`src/rtl/avmm_pkg.sv`:
```
// Shared types and default constants for the Avalon-MM bus initiator.
// The VERIFY states exist only when AVMM_INITIATOR_VERIFY_EN is defined.
package avmm_pkg;

    localparam int AVMM_ADDR_W       = 2;
    localparam int AVMM_DATA_W       = 32;
    localparam int AVMM_READ_LATENCY = 1;
    localparam int AVMM_TIMEOUT_CYC  = 16;

    typedef enum logic [2:0] {
        ST_IDLE        = 3'd0,
        ST_ACCESS      = 3'd1,
        ST_RDWAIT      = 3'd2,
        ST_RESP        = 3'd3
`ifdef AVMM_INITIATOR_VERIFY_EN
        ,
        ST_VERIFY_RD   = 3'd4,
        ST_VERIFY_WAIT = 3'd5
`endif
    } avmm_state_e;

    // Sized to the package widths; instance ADDR_W/DATA_W must not exceed them.
    typedef struct packed {
        logic                   rnw;
        logic [AVMM_ADDR_W-1:0] addr;
        logic [AVMM_DATA_W-1:0] data;
    } avmm_req_t;

endpackage

```
`src/rtl/avmm_stall_timer.sv`:
```
// Loadable down-counter shared by the stall timeout and the read-latency wait.
// o_expired marks the last counted cycle (count equal to one).
module avmm_stall_timer #(
    parameter int W = 5
) (
    input  logic         i_clk,
    input  logic         i_reset_n,
    input  logic         i_load,
    input  logic [W-1:0] i_load_val,
    input  logic         i_en,
    output logic         o_expired
);

    logic [W-1:0] r_count;

    always_ff @(posedge i_clk or negedge i_reset_n) begin
        if (!i_reset_n) begin
            r_count <= '0;
        end else if (i_load) begin
            r_count <= i_load_val;
        end else if (i_en && (r_count != '0)) begin
            r_count <= r_count - 1'b1;
        end
    end

    assign o_expired = (r_count == W'(1));

endmodule

```
`src/rtl/avmm_bus_initiator.sv`:
```
// Avalon-MM initiator: one registered single-word access at a time with waitrequest,
// fixed read latency and stall timeout. Optional write readback: AVMM_INITIATOR_VERIFY_EN.
module avmm_bus_initiator
    import avmm_pkg::*;
#(
    parameter int ADDR_W       = AVMM_ADDR_W,
    parameter int DATA_W       = AVMM_DATA_W,
    parameter int READ_LATENCY = AVMM_READ_LATENCY,
    parameter int TIMEOUT_CYC  = AVMM_TIMEOUT_CYC
) (
    input  logic              i_clk,
    input  logic              i_reset_n,
    input  logic              i_req_valid,
    output logic              o_req_ready,
    input  logic              i_req_rnw,
    input  logic [ADDR_W-1:0] i_req_addr,
    input  logic [DATA_W-1:0] i_req_data,
    output logic              o_rsp_valid,
    output logic [DATA_W-1:0] o_rsp_data,
    output logic              o_rsp_err,
    output logic [ADDR_W-1:0] o_avm_address,
    output logic              o_avm_chipselect,
    output logic              o_avm_write,
    output logic              o_avm_read,
    output logic [DATA_W-1:0] o_avm_writedata,
    input  logic [DATA_W-1:0] i_avm_readdata,
    input  logic              i_avm_waitrequest
);

    localparam int CNT_MAX = (TIMEOUT_CYC > READ_LATENCY) ? TIMEOUT_CYC : READ_LATENCY;
    localparam int CNT_W   = $clog2(CNT_MAX + 2);
    localparam logic [CNT_W-1:0] TO_LOAD = CNT_W'(TIMEOUT_CYC);
    localparam logic [CNT_W-1:0] RL_LOAD = CNT_W'(READ_LATENCY);
    localparam bit TO_EN = (TIMEOUT_CYC != 0);

    avmm_state_e       r_state, w_state;
    avmm_req_t         r_req, w_req;
    logic              r_avm_cs, w_avm_cs;
    logic              r_avm_wr, w_avm_wr;
    logic              r_avm_rd, w_avm_rd;
    logic              r_rsp_valid;
    logic [DATA_W-1:0] r_rsp_data, w_rsp_data;
    logic              r_rsp_err, w_rsp_err;
    logic              w_tmr_load, w_tmr_en, w_tmr_expired;
    logic [CNT_W-1:0]  w_tmr_val;

    avmm_stall_timer #(.W(CNT_W)) u_stall_timer (
        .i_clk      (i_clk),
        .i_reset_n  (i_reset_n),
        .i_load     (w_tmr_load),
        .i_load_val (w_tmr_val),
        .i_en       (w_tmr_en),
        .o_expired  (w_tmr_expired)
    );

    // Next-state and next bus/response register values; every bus output is a flop.
    always_comb begin
        w_state    = r_state;
        w_req      = r_req;
        w_avm_cs   = r_avm_cs;
        w_avm_wr   = r_avm_wr;
        w_avm_rd   = r_avm_rd;
        w_rsp_data = r_rsp_data;
        w_rsp_err  = r_rsp_err;
        w_tmr_load = 1'b0;
        w_tmr_val  = TO_LOAD;
        w_tmr_en   = 1'b0;

        case (r_state)
            ST_IDLE: begin
                if (i_req_valid) begin
                    w_req.rnw  = i_req_rnw;
                    w_req.addr = AVMM_ADDR_W'(i_req_addr);
                    w_req.data = i_req_rnw ? '0 : AVMM_DATA_W'(i_req_data);
                    w_avm_cs   = 1'b1;
                    w_avm_wr   = !i_req_rnw;
                    w_avm_rd   = i_req_rnw;
                    w_tmr_load = 1'b1;
                    w_state    = ST_ACCESS;
                end
            end
            ST_ACCESS: begin
                if (!i_avm_waitrequest) begin
                    w_avm_cs = 1'b0;
                    w_avm_wr = 1'b0;
                    w_avm_rd = 1'b0;
                    if (!r_req.rnw) begin
`ifdef AVMM_INITIATOR_VERIFY_EN
                        w_avm_cs   = 1'b1;
                        w_avm_rd   = 1'b1;
                        w_tmr_load = 1'b1;
                        w_state    = ST_VERIFY_RD;
`else
                        w_rsp_data = '0;
                        w_rsp_err  = 1'b0;
                        w_state    = ST_RESP;
`endif
                    end else if (READ_LATENCY == 0) begin
                        w_rsp_data = i_avm_readdata;
                        w_rsp_err  = 1'b0;
                        w_state    = ST_RESP;
                    end else begin
                        w_tmr_load = 1'b1;
                        w_tmr_val  = RL_LOAD;
                        w_state    = ST_RDWAIT;
                    end
                end else if (TO_EN && w_tmr_expired) begin
                    w_avm_cs   = 1'b0;
                    w_avm_wr   = 1'b0;
                    w_avm_rd   = 1'b0;
                    w_rsp_data = '0;
                    w_rsp_err  = 1'b1;
                    w_state    = ST_RESP;
                end else begin
                    w_tmr_en = 1'b1;
                end
            end
            ST_RDWAIT: begin
                w_tmr_en = 1'b1;
                if (w_tmr_expired) begin
                    w_rsp_data = i_avm_readdata;
                    w_rsp_err  = 1'b0;
                    w_state    = ST_RESP;
                end
            end
            ST_RESP: begin
                w_state = ST_IDLE;
            end
`ifdef AVMM_INITIATOR_VERIFY_EN
            // Readback compares against the data latched for the write just completed.
            ST_VERIFY_RD: begin
                if (!i_avm_waitrequest) begin
                    w_avm_cs = 1'b0;
                    w_avm_rd = 1'b0;
                    if (READ_LATENCY == 0) begin
                        w_rsp_data = i_avm_readdata;
                        w_rsp_err  = (i_avm_readdata != r_req.data[DATA_W-1:0]);
                        w_state    = ST_RESP;
                    end else begin
                        w_tmr_load = 1'b1;
                        w_tmr_val  = RL_LOAD;
                        w_state    = ST_VERIFY_WAIT;
                    end
                end else if (TO_EN && w_tmr_expired) begin
                    w_avm_cs   = 1'b0;
                    w_avm_rd   = 1'b0;
                    w_rsp_data = '0;
                    w_rsp_err  = 1'b1;
                    w_state    = ST_RESP;
                end else begin
                    w_tmr_en = 1'b1;
                end
            end
            ST_VERIFY_WAIT: begin
                w_tmr_en = 1'b1;
                if (w_tmr_expired) begin
                    w_rsp_data = i_avm_readdata;
                    w_rsp_err  = (i_avm_readdata != r_req.data[DATA_W-1:0]);
                    w_state    = ST_RESP;
                end
            end
`endif
            default: begin
                w_state = ST_IDLE;
            end
        endcase
    end

    always_ff @(posedge i_clk or negedge i_reset_n) begin
        if (!i_reset_n) begin
            r_state     <= ST_IDLE;
            r_req       <= '0;
            r_avm_cs    <= 1'b0;
            r_avm_wr    <= 1'b0;
            r_avm_rd    <= 1'b0;
            r_rsp_valid <= 1'b0;
            r_rsp_data  <= '0;
            r_rsp_err   <= 1'b0;
        end else begin
            r_state     <= w_state;
            r_req       <= w_req;
            r_avm_cs    <= w_avm_cs;
            r_avm_wr    <= w_avm_wr;
            r_avm_rd    <= w_avm_rd;
            r_rsp_valid <= (w_state == ST_RESP);
            r_rsp_data  <= w_rsp_data;
            r_rsp_err   <= w_rsp_err;
        end
    end

    assign o_req_ready      = (r_state == ST_IDLE);
    assign o_rsp_valid      = r_rsp_valid;
    assign o_rsp_data       = r_rsp_data;
    assign o_rsp_err        = r_rsp_err;
    assign o_avm_address    = r_req.addr[ADDR_W-1:0];
    assign o_avm_chipselect = r_avm_cs;
    assign o_avm_write      = r_avm_wr;
    assign o_avm_read       = r_avm_rd;
    assign o_avm_writedata  = r_req.data[DATA_W-1:0];

endmodule

```
`config.mk`:
```
export PLATFORM = sky130hd
export DESIGN_NAME = avmm_bus_initiator
export DESIGN_NICKNAME = d
export VERILOG_FILES = /design/src/rtl/avmm_pkg.sv /design/src/rtl/avmm_stall_timer.sv /design/src/rtl/avmm_bus_initiator.sv
export SDC_FILE = /design/constraint.sdc
export NUM_CORES = 1
export LEC_CHECK = 0
export CORE_ASPECT_RATIO = 1.4
export CORE_MARGIN = 4
export CORE_UTILIZATION = 35
export DETAILED_ROUTE_END_ITERATION = 8
export GPL_ROUTABILITY_DRIVEN = 0
export PLACE_DENSITY = 0.73
export SYNTH_ARGS = -nofsm -noshare
export SYNTH_HDL_FRONTEND = slang
export SYNTH_SLANG_ARGS = --single-unit
```
`constraint.sdc`:
```
create_clock -name i_clk -period 2.84 [get_ports i_clk]
set_clock_uncertainty 0.2 [all_clocks]
set_input_delay 0.852 -clock i_clk [delete_from_list [all_inputs] [get_ports i_clk]]
set_output_delay 0.852 -clock i_clk [all_outputs]
set_load 0.03 [all_outputs]
```
# Word-level counts from Yosys, hierarchy flattened
# Index checks and enable logic that the tools add are counted.
classes:
  addsub: 1
  n_eq_ne: 8
  reduce_logical: 10
  n_mux: 35
ops:
  columns: ["cell", "count"]
  rows:
  - ["2-to-1 mux 32 bit", 5]
  - ["one-hot mux 32 bit (2 select lines)", 1]
  - ["2-to-1 mux 5 bit", 5]
  - ["2-to-1 mux 1 bit", 14]
  - ["one-hot mux 1 bit (2 select lines)", 6]
  - ["2-to-1 mux 3 bit", 3]
  - ["one-hot mux 3 bit (3 select lines)", 1]
  - ["equality test 3 x 2 -> 1 bit, second input constant", 2]
  - ["nonzero test 2 bit", 3]
  - ["equality test 5 x 1 -> 1 bit, second input constant", 1]
  - ["nonzero test 5 bit", 1]
  - ["subtractor 5 x 1 -> 5 bit, second input constant", 1]
  - ["AND reduction 4 bit", 1]
  - ["equality test 3 x 1 -> 1 bit, second input constant", 1]
  - ["zero test 3 bit", 1]
  - ["!= test 3 x 2 -> 1 bit, second input constant", 1]
  - ["!= test 3 bit, second input constant", 1]
  - ["AND reduction 3 bit", 1]
  - ["!= test 2 x 1 -> 1 bit, second input constant", 1]
  - ["!= test 2 bit, second input constant", 1]
  - ["AND reduction 2 bit", 1]
  - ["logical AND 1 bit", 1]
  - ["zero test 1 bit", 1]
totals:
  wordCells: 65
  inputBits: 71
  ff_bits: 80
  out_inout_bits: 72

# Longest topological paths before layout
# Gate-level depths: netlist of run 1.
depth:
  word_depth: 7
  ltp_mapped: 8
  ltp_nobuf: 6

# By module
# From an unflattened synthesis of run 1, not the netlist that was laid out.
unflattened:
  hier_cells: 330
  area_unflattened_um2: 3545.9
by_module_without_submodules:
  columns: ["module", "instances", "area_per_inst_um2", "seq_area_each_um2", "cells_per_inst"]
  rows:
  - ["avmm_bus_initiator", 1, 3211.8, 1876.8, 295]
  - ["avmm_stall_timer", 1, 334.1, 125.1, 35]

# Worst setup path before layout of run 1
# OpenSTA, ideal clock, no wires.
synth_timing:
  kind: "register to output"
  start: "reg r_state[0]"
  end: "out o_req_ready"
  arrival_time_ns: 1.255
  stages_incl_launch_ff: 3
  path_buffers: 1
  required_time_ns: 1.788
  setup_slack_ns: 0.533
  path_cell_list: "dfrtp_1 clkbuf_1 nor3_1"
synth_via:
  elab_chain_cells: 1
synth_lines:
  columns: ["item", "line_no", "text"]
  rows:
  - ["from (decl)", "avmm_bus_initiator.sv:36", "avmm_state_e r_state, w_state;"]
  - ["from (signal assigned)", "avmm_bus_initiator.sv:180", "r_state <= w_state;"]
  - ["zero test 3 bit", "avmm_bus_initiator.sv:191", "assign o_req_ready = (r_state == ST_IDLE);"]
  - ["to (decl)", "avmm_bus_initiator.sv:14", "output logic o_req_ready,"]
# Every way passes these cells.

# Final worst setup path of run 1
layout_timing:
  start: "reg r_state[2]"
  end: "out o_req_ready"
# Same word-level chain as after synthesis.

==> results of run 1 <==
==> metrics by stage <==
stage	area, µm²	instances
after global placement	5040	582
after detailed placement	5040	582
after global routing	5350	598
final	5350	598
after floorplan	3700	344
after CTS	5350	598
==> state kept, by name, summed over array words and instances, names as in the netlist <==
| signal | count |
|---|---|
| o_avm_write | 1 |
| o_avm_chipselect | 1 |
| o_rsp_data | 32 |
| o_rsp_err | 1 |
| o_rsp_valid | 1 |
| r_state | 3 |
| u_stall_timer.r_count | 5 |
| r_req | 1 |
| o_avm_writedata | 32 |
| o_avm_read | 1 |
| o_avm_address | 2 |
==> per-layer routing <==
layer,up-vias,track usage
met5,-,0
met4,0,0.0833
met3,22,0.0306
met2,70,0.283
met1,1378,0.172
li1,1371,-
==> worst max-delay path: stages, from the launching register on <==
cell and delay [ns]:
dfrtp_1 0.38, nor3_1 0.20, clkdlybuf4s50_1 0.71
==> where the power goes <==
group | switching [W] | leakage (nW) | internal (W)
sequential | 0.000102 | 1.06 | 0.00128
combinational | 0.000501 | 1.13 | 0.000429
clock | 0.000468 | 0.149 | 0.000707
==> cells by family (layout without fill, tap and decap cells) <==
logic type / count (synthesis) / in the layout
compound gates: 90 / 90
fa+ha+maj: 3 / 3
buf+inv: 61 / 177
flops: 80 / 80
mux: 2 / 2
other cells: 1 / 1
simple gates: 107 / 107
==> layout by cell type, fill, tap and decap left out, types with 4 or more instances in the layout <==
cell type and instances:
nor2_1 5, nand2_1 45, o21ai_0 34, inv_1 6, nand2b_1 35, a21oi_1 4, a22o_1 32, dfrtp_1 80
clkdlybuf4s50_1 141, clkbuf_16 9, buf_4 11
==> area by class of cell <==
class	count	area, µm²
Clock buffer	10	239
Tap cell	138	173
Fill cell	983	5000
Timing Repair Buffer	155	1550
Clock inverter	6	68.8
Multi-Input combinational cell	203	1290
Inverter	6	22.5
Sequential cell	80	2000
==> worst paths after layout <==
| kind | to | slack [ns] |
|---|---|---|
| min in group i_clk | o_avm_address[1]$_DFFE_PN0P_ | 0.28 |
| worst max-delay path | o_req_ready | 0.17 |
| max in group asynchronous | u_stall_timer.r_count[1]$_DFFE_PN0P_ | 1.67 |
| worst min register to register | o_avm_address[1]$_DFFE_PN0P_ | 0.28 |
| worst max register to register | o_rsp_data[14]$_DFFE_PN0P_ | 0.52 |
| worst min-delay path | o_rsp_data[18]$_DFFE_PN0P_ | 0.19 |
==> flow_summary_export.csv, run 1 <==
group,metric,value,unit
cells_and_area,syn2layout_area_growth,44.5,%
logic_synthesis,synth_compound_area_frac,0.174,
placement,dp_slack,0.204,ns
pwr,peakVddDrop,279,µV
sta,min_period_over_period,0.940,
sta,hold_violations,0,
logic_synthesis,synth_most_common_cell,"dfrtp_1",
clocking,clock_path_buffers,2,
logic_synthesis,syn_nets,418,
logic_synthesis,yosys_register_bits,80,
grt,grt_max_degree,57,
logic_synthesis,synth_async_sr_flop_share,1.00,
logic_synthesis,synthXorXnorAreaFrac,0,
cells_and_area,nNetsFinal,529,
clocking,clockRootBuffer,"clkbuf_16",
critical_path,cp_data_required_time,1.79,ns
logic_synthesis,netlist_area,0.00370,mm²
logic_synthesis,synthSimpleGateAreaFrac,0.156,
logic_synthesis,ys_top_cells_by_count,"80 x dfrtp_1, 46 x nand2_1, 35 x buf_4, 35 x nand2b_1, 34 x o21ai_0",
drt,wl_met3,435,µm
placement,port_buffers,142,
critical_path,cp.arrival,1.62,ns
critical_path,r2r-start,"u_stall_timer.r_count[1]$_DFFE_PN0P_",
sta,layout_setup_ws,0.170,ns
run,max_cap_violations,0,
die,initial_utilization,0.358,
sta,rsz0062_at_grt,"no",
logic_synthesis,seq_area_frac_synth,0.541,
logic_synthesis,muxShareOfSynthArea,0.00575,
clocking,cts_buffers,9,
drt,drc_errors,0,
pwr,p_per_area,652,mW/mm²
sta,setup_viol,0,
logic_synthesis,yosys_warnings,0,
drt,wl_met2,5330,µm
clocking,cts_tree,"built",
sta,fin_crit,2.67,ns
die,dieArea,0.0123,mm²
drt,finalWirelength,9640,µm
drt,dr.pass1.iters,4,
grt,grt_first_pass_wirelength,14800,µm
logic_synthesis,synth_top_family_by_area,"compound AO/OA/AOI/OAI gates",
clocking,hold_buffers,0,
run_status,status,"complete, no violations",
logic_synthesis,synth.distinct_cells,43,
sta,final.setup.tns,0,ns
die,ios,143,
pwr,fin_total_pwr,0.00349,W
drt,vias_per_cell,4.75,
logic_synthesis,yosys.area.top_type_share,0.541,
critical_path,cp-start-kind,"register",
drt,ant_nets,0,
sta,final-max-slew-violation-count,0,
pwr,leakage,2.34,nW
logic_synthesis,syn_inst,344,
drt,m1WireLength,3550,µm
logic_synthesis,ys.flop_type,"dfrtp_1",
sta,hold_ws,0.195,ns
grt,antenna_found_initial,0,
cells_and_area,final_core_util,0.517,
die,num_rows,44,
clocking,clkTransAtPathRegs,0.07,ns
logic_synthesis,yosysTopAreaCell,"dfrtp_1",
critical_path,endpoint_kind,"output pin",
clocking,post_cts_buffers,0,
placement,dp_hpwl,7150,µm
logic_synthesis,synth_area_per_cell,10.8,µm²
critical_path,crit_fanout,2,
grt,grt_overflow,0,
drt,avgRoutedWirePerCell,16.1,µm
die,fp.dieH,130,µm
clocking,cts.repair.resized,0,
die,core,0.0103,mm²
sta,max_freq,375,MHz
cells_and_area,n_antenna_cell,0,
critical_path,critPathKind,"reg -> out",
critical_path,crit_start,"r_state[2]$_DFF_PN0_",
drt,drt_iter0_markers,85,
grt,grt_util_all_layers,0.157,
hold_path,hold_class,"in -> async",
clocking,cts.sinks,80,
logic_synthesis,synthTopCellsByArea,"dfrtp_1 54%, a22o_1 7.6%, buf_4 7.1%, nand2b_1 5.9%, nand2_1 4.7%",
die,die_w,94.9,µm
logic_synthesis,synth_edf_count,0,
logic_synthesis,synth_fa_ha_area_frac,0.0101,
critical_path,r2r_cells,6,
cells_and_area,drive_gt1_frac,0.0913,
clocking,htreeDepth,3,
clocking,insertion_delay,0.33,ns
grt,grt_pass1_vias,2912,
drt,maxUsedRoutingLayer,"met4",
drt,via_count,2841,
Note: power is estimated with default switching activity, not from simulation.
==> run 2, diff against run 1 <==
==> constraint.sdc (replaced) <==
create_clock -name i_clk -period 3.3 [get_ports i_clk]
set_clock_uncertainty 0.2 [all_clocks]
set_input_delay 0.99 -clock i_clk [delete_from_list [all_inputs] [get_ports i_clk]]
set_output_delay 0.99 -clock i_clk [all_outputs]
set_load 0.03 [all_outputs]
==> run 2 against run 1 <==
Effect of this change: wire length shrank 3.9%; sequential power is 14% lower; die area stayed put; cell count is 0.67% lower; setup slack improved by 0.14 ns; first-iteration DRC count down 5.9%; combinational power decreased by 16%; register-to-register slack better by 0.48 ns; power down 15%; flip-flop and latch count stayed put; critical endpoint unchanged.
==> flow_summary_export.csv, run 2 (same netlist as run 1, synthesis figures left out) <==
group,metric,value,unit
grt,antenna_found_initial,0,
pwr,fin_total_pwr,0.00297,W
die,dieArea,0.0123,mm²
sta,min_period_over_period,0.905,
clocking,htreeDepth,3,
drt,ant_nets,0,
cells_and_area,final_common_cell,"clkdlybuf4s50_1",
die,ios,143,
critical_path,critPathKind,"reg -> out",
drt,vias_per_cell,4.81,
die,initial_utilization,0.358,
drt,via_count,2856,
drt,drt_iter0_markers,80,
clocking,cts.repair.resized,0,
cells_and_area,drive_gt1_frac,0.0811,
sta,setup_viol,0,
cells_and_area,finalNonFillerCells,594,
sta,rsz0062_at_grt,"no",
pwr,peakVddDrop,273,µV
critical_path,cp-start-kind,"register",
sta,worst_slew_pin_slew,0.505,ns
pwr,leakage,2.31,nW
clocking,hold_buffers,0,
grt,grt_max_degree,51,
placement,place_inst,578,
die,fp.dieH,130,µm
pwr,sw_frac_of_total,0.309,
grt,grt_overflow,0,
drt,dr.pass1.iters,4,
placement,dpl_cell_area,0.00499,mm²
die,core,0.0103,mm²
pwr,pwr-share-comb,0.264,
clocking,cts.sinks,80,
sta,slew-limit-headroom,0.664,
cells_and_area,finalInstanceArea,0.00528,mm²
critical_path,endpoint_kind,"output pin",
cells_and_area,nNetsFinal,525,
critical_path,cp_data_required_time,2.11,ns
drt,avgRoutedWirePerCell,15.6,µm
pwr,cell_internal_pwr,0.00205,W
sta,fin_crit,2.99,ns
die,die_w,94.9,µm
sta,final.setup.tns,0,ns
critical_path,cp.arrival,1.80,ns
cells_and_area,syn2layout_area_growth,42.7,%
run,max_cap_violations,0,
grt,grt_first_pass_wirelength,14500,µm
sta,max_freq,335,MHz
placement,dp_hpwl,6890,µm
pwr,p_per_area,562,mW/mm²
grt,grt_util_all_layers,0.153,
drt,drc_errors,0,
clocking,cts_buffers,9,
cells_and_area,n_antenna_cell,0,
sta,hold_violations,0,
clocking,insertion_delay,0.33,ns
hold_path,hold_class,"reg -> reg",
clocking,clockRootBuffer,"clkbuf_16",
pwr,switchingPower,0.000917,W
clocking,clock_path_buffers,2,
grt,grt_pass1_vias,2940,
run_status,status,"complete, no violations",
die,num_rows,44,
sta,final-max-slew-violation-count,0,
pwr,power.share.clock,0.334,
clocking,clkTransAtPathRegs,0.06,ns
critical_path,crit_fanout,15,
cells_and_area,mostFrequentLayoutCells,"141 x clkdlybuf4s50_1, 80 x dfrtp_1, 45 x nand2_1",
clocking,cts_tree,"built",
clocking,post_cts_buffers,0,
drt,finalWirelength,9270,µm
pwr,power_frac_seq,0.402,
sta,hold_ws,0.274,ns
placement,port_buffers,142,
-- run 2: power by group through the flow --
stage | clock, W | combinational (W) | sequential [W]
3_5_place_dp | 0 | 0.000790 | 0.00121
4_1_cts | 0.00102 | 0.000794 | 0.00119
5_1_grt | 0.00106 | 0.000846 | 0.00121
6_report | 0.000993 | 0.000785 | 0.00119
2_1_floorplan | 0 | 0.000503 | 0.00122
3_3_place_gp | 0 | 0.000775 | 0.00120
-- run 2: worst paths after layout --
| path | start | end | slack [ns] | cells past startpoint |
|---|---|---|---|---|
| max | r_state[0]$_DFF_PN0_ | o_req_ready | 0.31 | 2 |
| max in group asynchronous | i_reset_n | o_avm_writedata[19]$_DFFE_PN0P_ | 1.86 | 2 |
| max reg2reg | u_stall_timer.r_count[1]$_DFFE_PN0P_ | o_rsp_data[15]$_DFFE_PN0P_ | 1.00 | 6 |
| min in group asynchronous | i_reset_n | o_rsp_data[30]$_DFFE_PN0P_ | 0.42 | 1 |
| min reg2reg | o_avm_writedata[24]$_DFFE_PN0P_ | o_avm_writedata[24]$_DFFE_PN0P_ | 0.27 | 2 |
| min | o_avm_writedata[24]$_DFFE_PN0P_ | o_avm_writedata[24]$_DFFE_PN0P_ | 0.27 | 2 |
-- run 2: final cells by class --
class	instances	area, µm²
repair buffers	151	1500
clock buffers	10	229
clock inverters	6	68.8
well taps	138	173
multi-input cells	203	1290
fillers	955	5070
inverters	6	22.5
flip-flops and latches	80	2000
-- run 2: routing by layer --
layer | vias to the layer above | routed length [µm] | GRT usage | share of wire
met2 | 77 | 5010 | 0.270 | 0.54
met1 | 1393 | 3590 | 0.177 | 0.39
li1 | 1370 | - | - | -
met5 | - | 0 | 0 | 0
met4 | 0 | 276 | 0.0731 | 0.030
met3 | 16 | 390 | 0.0300 | 0.042
-- run 2: worst max-delay path: stages (launching register included) --
cell             delay [ns]
dfrtp_1                0.53
nor3_1                 0.21
clkdlybuf4s50_1        0.73
-- run 2: metrics by stage --
step,worst slack (ns),util
6_report,0.312,0.511
5_1_grt,0.201,0.511
4_1_cts,0.300,0.511
3_5_place_dp,0.422,0.482
3_3_place_gp,0.452,0.482
2_1_floorplan,0.855,-
==> run 3, diff against run 2 <==
--- a/config.mk
+++ b/config.mk
@@ -8,6 +8,7 @@
 export CORE_ASPECT_RATIO = 1.4
 export CORE_MARGIN = 4
 export CORE_UTILIZATION = 35
+export CTS_BUF_LIST = sky130_fd_sc_hd__clkbuf_8 sky130_fd_sc_hd__clkbuf_16
 export DETAILED_ROUTE_END_ITERATION = 8
 export GPL_ROUTABILITY_DRIVEN = 0
 export PLACE_DENSITY = 0.73
==> run 3 against run 2 <==
Effect of this change: clock power about the same; setup slack unchanged; sequential power about the same; power decreased by 0.10%; worst hold slack unchanged; maximum frequency unchanged; design area unchanged; sequential share of layout area unchanged; non-clock buffer count unchanged.
==> flow_summary_export.csv, run 3 (same netlist as run 1, synthesis figures left out) <==
group,metric,value,unit
run_status,status,"complete, no violations",
critical_path,crit_fanout,15,
die,die_w,94.9,µm
placement,dp_hpwl,6890,µm
clocking,clockRootBuffer,"clkbuf_16",
die,ios,143,
placement,dpl_cell_area,0.00499,mm²
drt,m1WireLength,3590,µm
hold_path,hold_class,"reg -> reg",
drt,wl_met3,390,µm
sta,fin_crit,2.99,ns
die,initial_utilization,0.358,
clocking,cts.repair.resized,0,
drt,drt_iter0_markers,80,
clocking,cts.sinks,80,
grt,antenna_found_initial,0,
sta,rsz0062_at_grt,"no",
pwr,leakage,2.31,nW
critical_path,crit_start,"r_state[0]$_DFF_PN0_",
sta,final-max-slew-violation-count,0,
cells_and_area,fillers,955,
drt,avgRoutedWirePerCell,15.6,µm
critical_path,endpoint_kind,"output pin",
drt,drc_errors,0,
clocking,htreeDepth,3,
critical_path,endpoint,"o_req_ready",
run,max_cap_violations,0,
drt,ant_nets,0,
critical_path,cp-start-kind,"register",
cells_and_area,finalInstanceArea,0.00528,mm²
drt,wl_met2,5010,µm
drt,dr.pass1.iters,4,
clocking,cts_tree,"built",
clocking,clock_path_buffers,2,
clocking,post_cts_buffers,0,
cells_and_area,n_antenna_cell,0,
clocking,clkTransAtPathRegs,0.06,ns
sta,slew-limit-headroom,0.664,
critical_path,cp_data_required_time,2.11,ns
die,fp.dieH,130,µm
pwr,fin_total_pwr,0.00297,W
critical_path,r2r_cells,6,
critical_path,regToRegEndpoint,"o_rsp_data[15]$_DFFE_PN0P_",
sta,max_freq,335,MHz
die,dieArea,0.0123,mm²
drt,maxUsedRoutingLayer,"met4",
clocking,insertion_delay,0.33,ns
critical_path,r2r-start,"u_stall_timer.r_count[1]$_DFFE_PN0P_",
grt,grt_max_degree,51,
drt,vias_per_cell,4.81,
sta,final.setup.tns,0,ns
grt,grt_overflow,0,
die,core,0.0103,mm²
clocking,cts_buffers,9,
placement,port_buffers,142,
critical_path,ff2ff_setup_slack,1.00,ns
grt,grt_util_all_layers,0.153,
sta,setup_viol,0,
pwr,p_per_area,562,mW/mm²
cells_and_area,final_common_cell,"clkdlybuf4s50_1",
cells_and_area,drive_gt1_frac,0.0811,
grt,grt_first_pass_wirelength,14500,µm
cells_and_area,syn2layout_area_growth,42.7,%
die,num_rows,44,
drt,finalWirelength,9260,µm
pwr,peakVddDrop,273,µV
sta,worst_slew_pin_slew,0.505,ns
cells_and_area,nNetsFinal,525,
clocking,hold_buffers,0,
sta,hold_violations,0,
sta,min_period_over_period,0.905,
grt,grt_pass1_vias,2940,
cells_and_area,mostFrequentLayoutCells,"141 x clkdlybuf4s50_1, 80 x dfrtp_1, 45 x nand2_1",
drt,via_count,2856,
critical_path,cp.arrival,1.80,ns
critical_path,critPathKind,"reg -> out",
[run 3: cell types whose count changed in the layout (fill, tap and decap cells not counted)]
cell	delta
clkbuf_1	-1
inv_1	+1
[run 3: layer usage]
| metal | track usage | up-vias |
|---|---|---|
| met3 | 0.0300 | 16 |
| met4 | 0.0731 | 0 |
| met5 | 0 | - |
| li1 | - | 1370 |
| met2 | 0.270 | 77 |
| met1 | 0.177 | 1393 |
[run 3: worst min-delay path by stage]
stage / to / depth (start not counted) / from
floorplan: o_avm_address[0]$_DFFE_PN0P_ / 2 / o_avm_address[0]$_DFFE_PN0P_
detailed placement: o_avm_writedata[24]$_DFFE_PN0P_ / 2 / o_avm_writedata[24]$_DFFE_PN0P_
finish: o_avm_writedata[24]$_DFFE_PN0P_ / 2 / o_avm_writedata[24]$_DFFE_PN0P_
global route: o_avm_writedata[22]$_DFFE_PN0P_ / 2 / o_avm_writedata[22]$_DFFE_PN0P_
CTS: o_avm_address[0]$_DFFE_PN0P_ / 2 / o_avm_address[0]$_DFFE_PN0P_
global placement: o_avm_address[1]$_DFFE_PN0P_ / 2 / o_avm_address[1]$_DFFE_PN0P_
[run 3: metrics by stage]
stage	setup WS, ns	hold slack [ns]	cells	util
floorplan	0.855	0.247	344	-
global placement	0.452	0.259	578	0.482
detailed placement	0.422	0.270	578	0.482
CTS	0.300	0.281	594	0.511
global route	0.201	0.306	594	0.511
finish	0.312	0.274	594	0.511
[run 3: cell type report]
cell class	instances	area, µm²	area share
Sequential cell	80	2000	0.379
Tap cell	138	173	0.0327
Clock buffer	9	225	0.0426
Multi-Input combinational cell	203	1290	0.244
Clock inverter	7	72.6	0.0137
Inverter	6	22.5	0.00426
Timing Repair Buffer	151	1500	0.284
[run 3: critical path, cell delays in order, from the launching register on]
cell             delay [ns]
dfrtp_1                0.53
nor3_1                 0.21
clkdlybuf4s50_1        0.73
[run 3: report_power, final]
group	internal (W)	switching (W)
Sequential	0.00110	0.0000915
Combinational	0.000361	0.000424
Clock	0.000588	0.000401
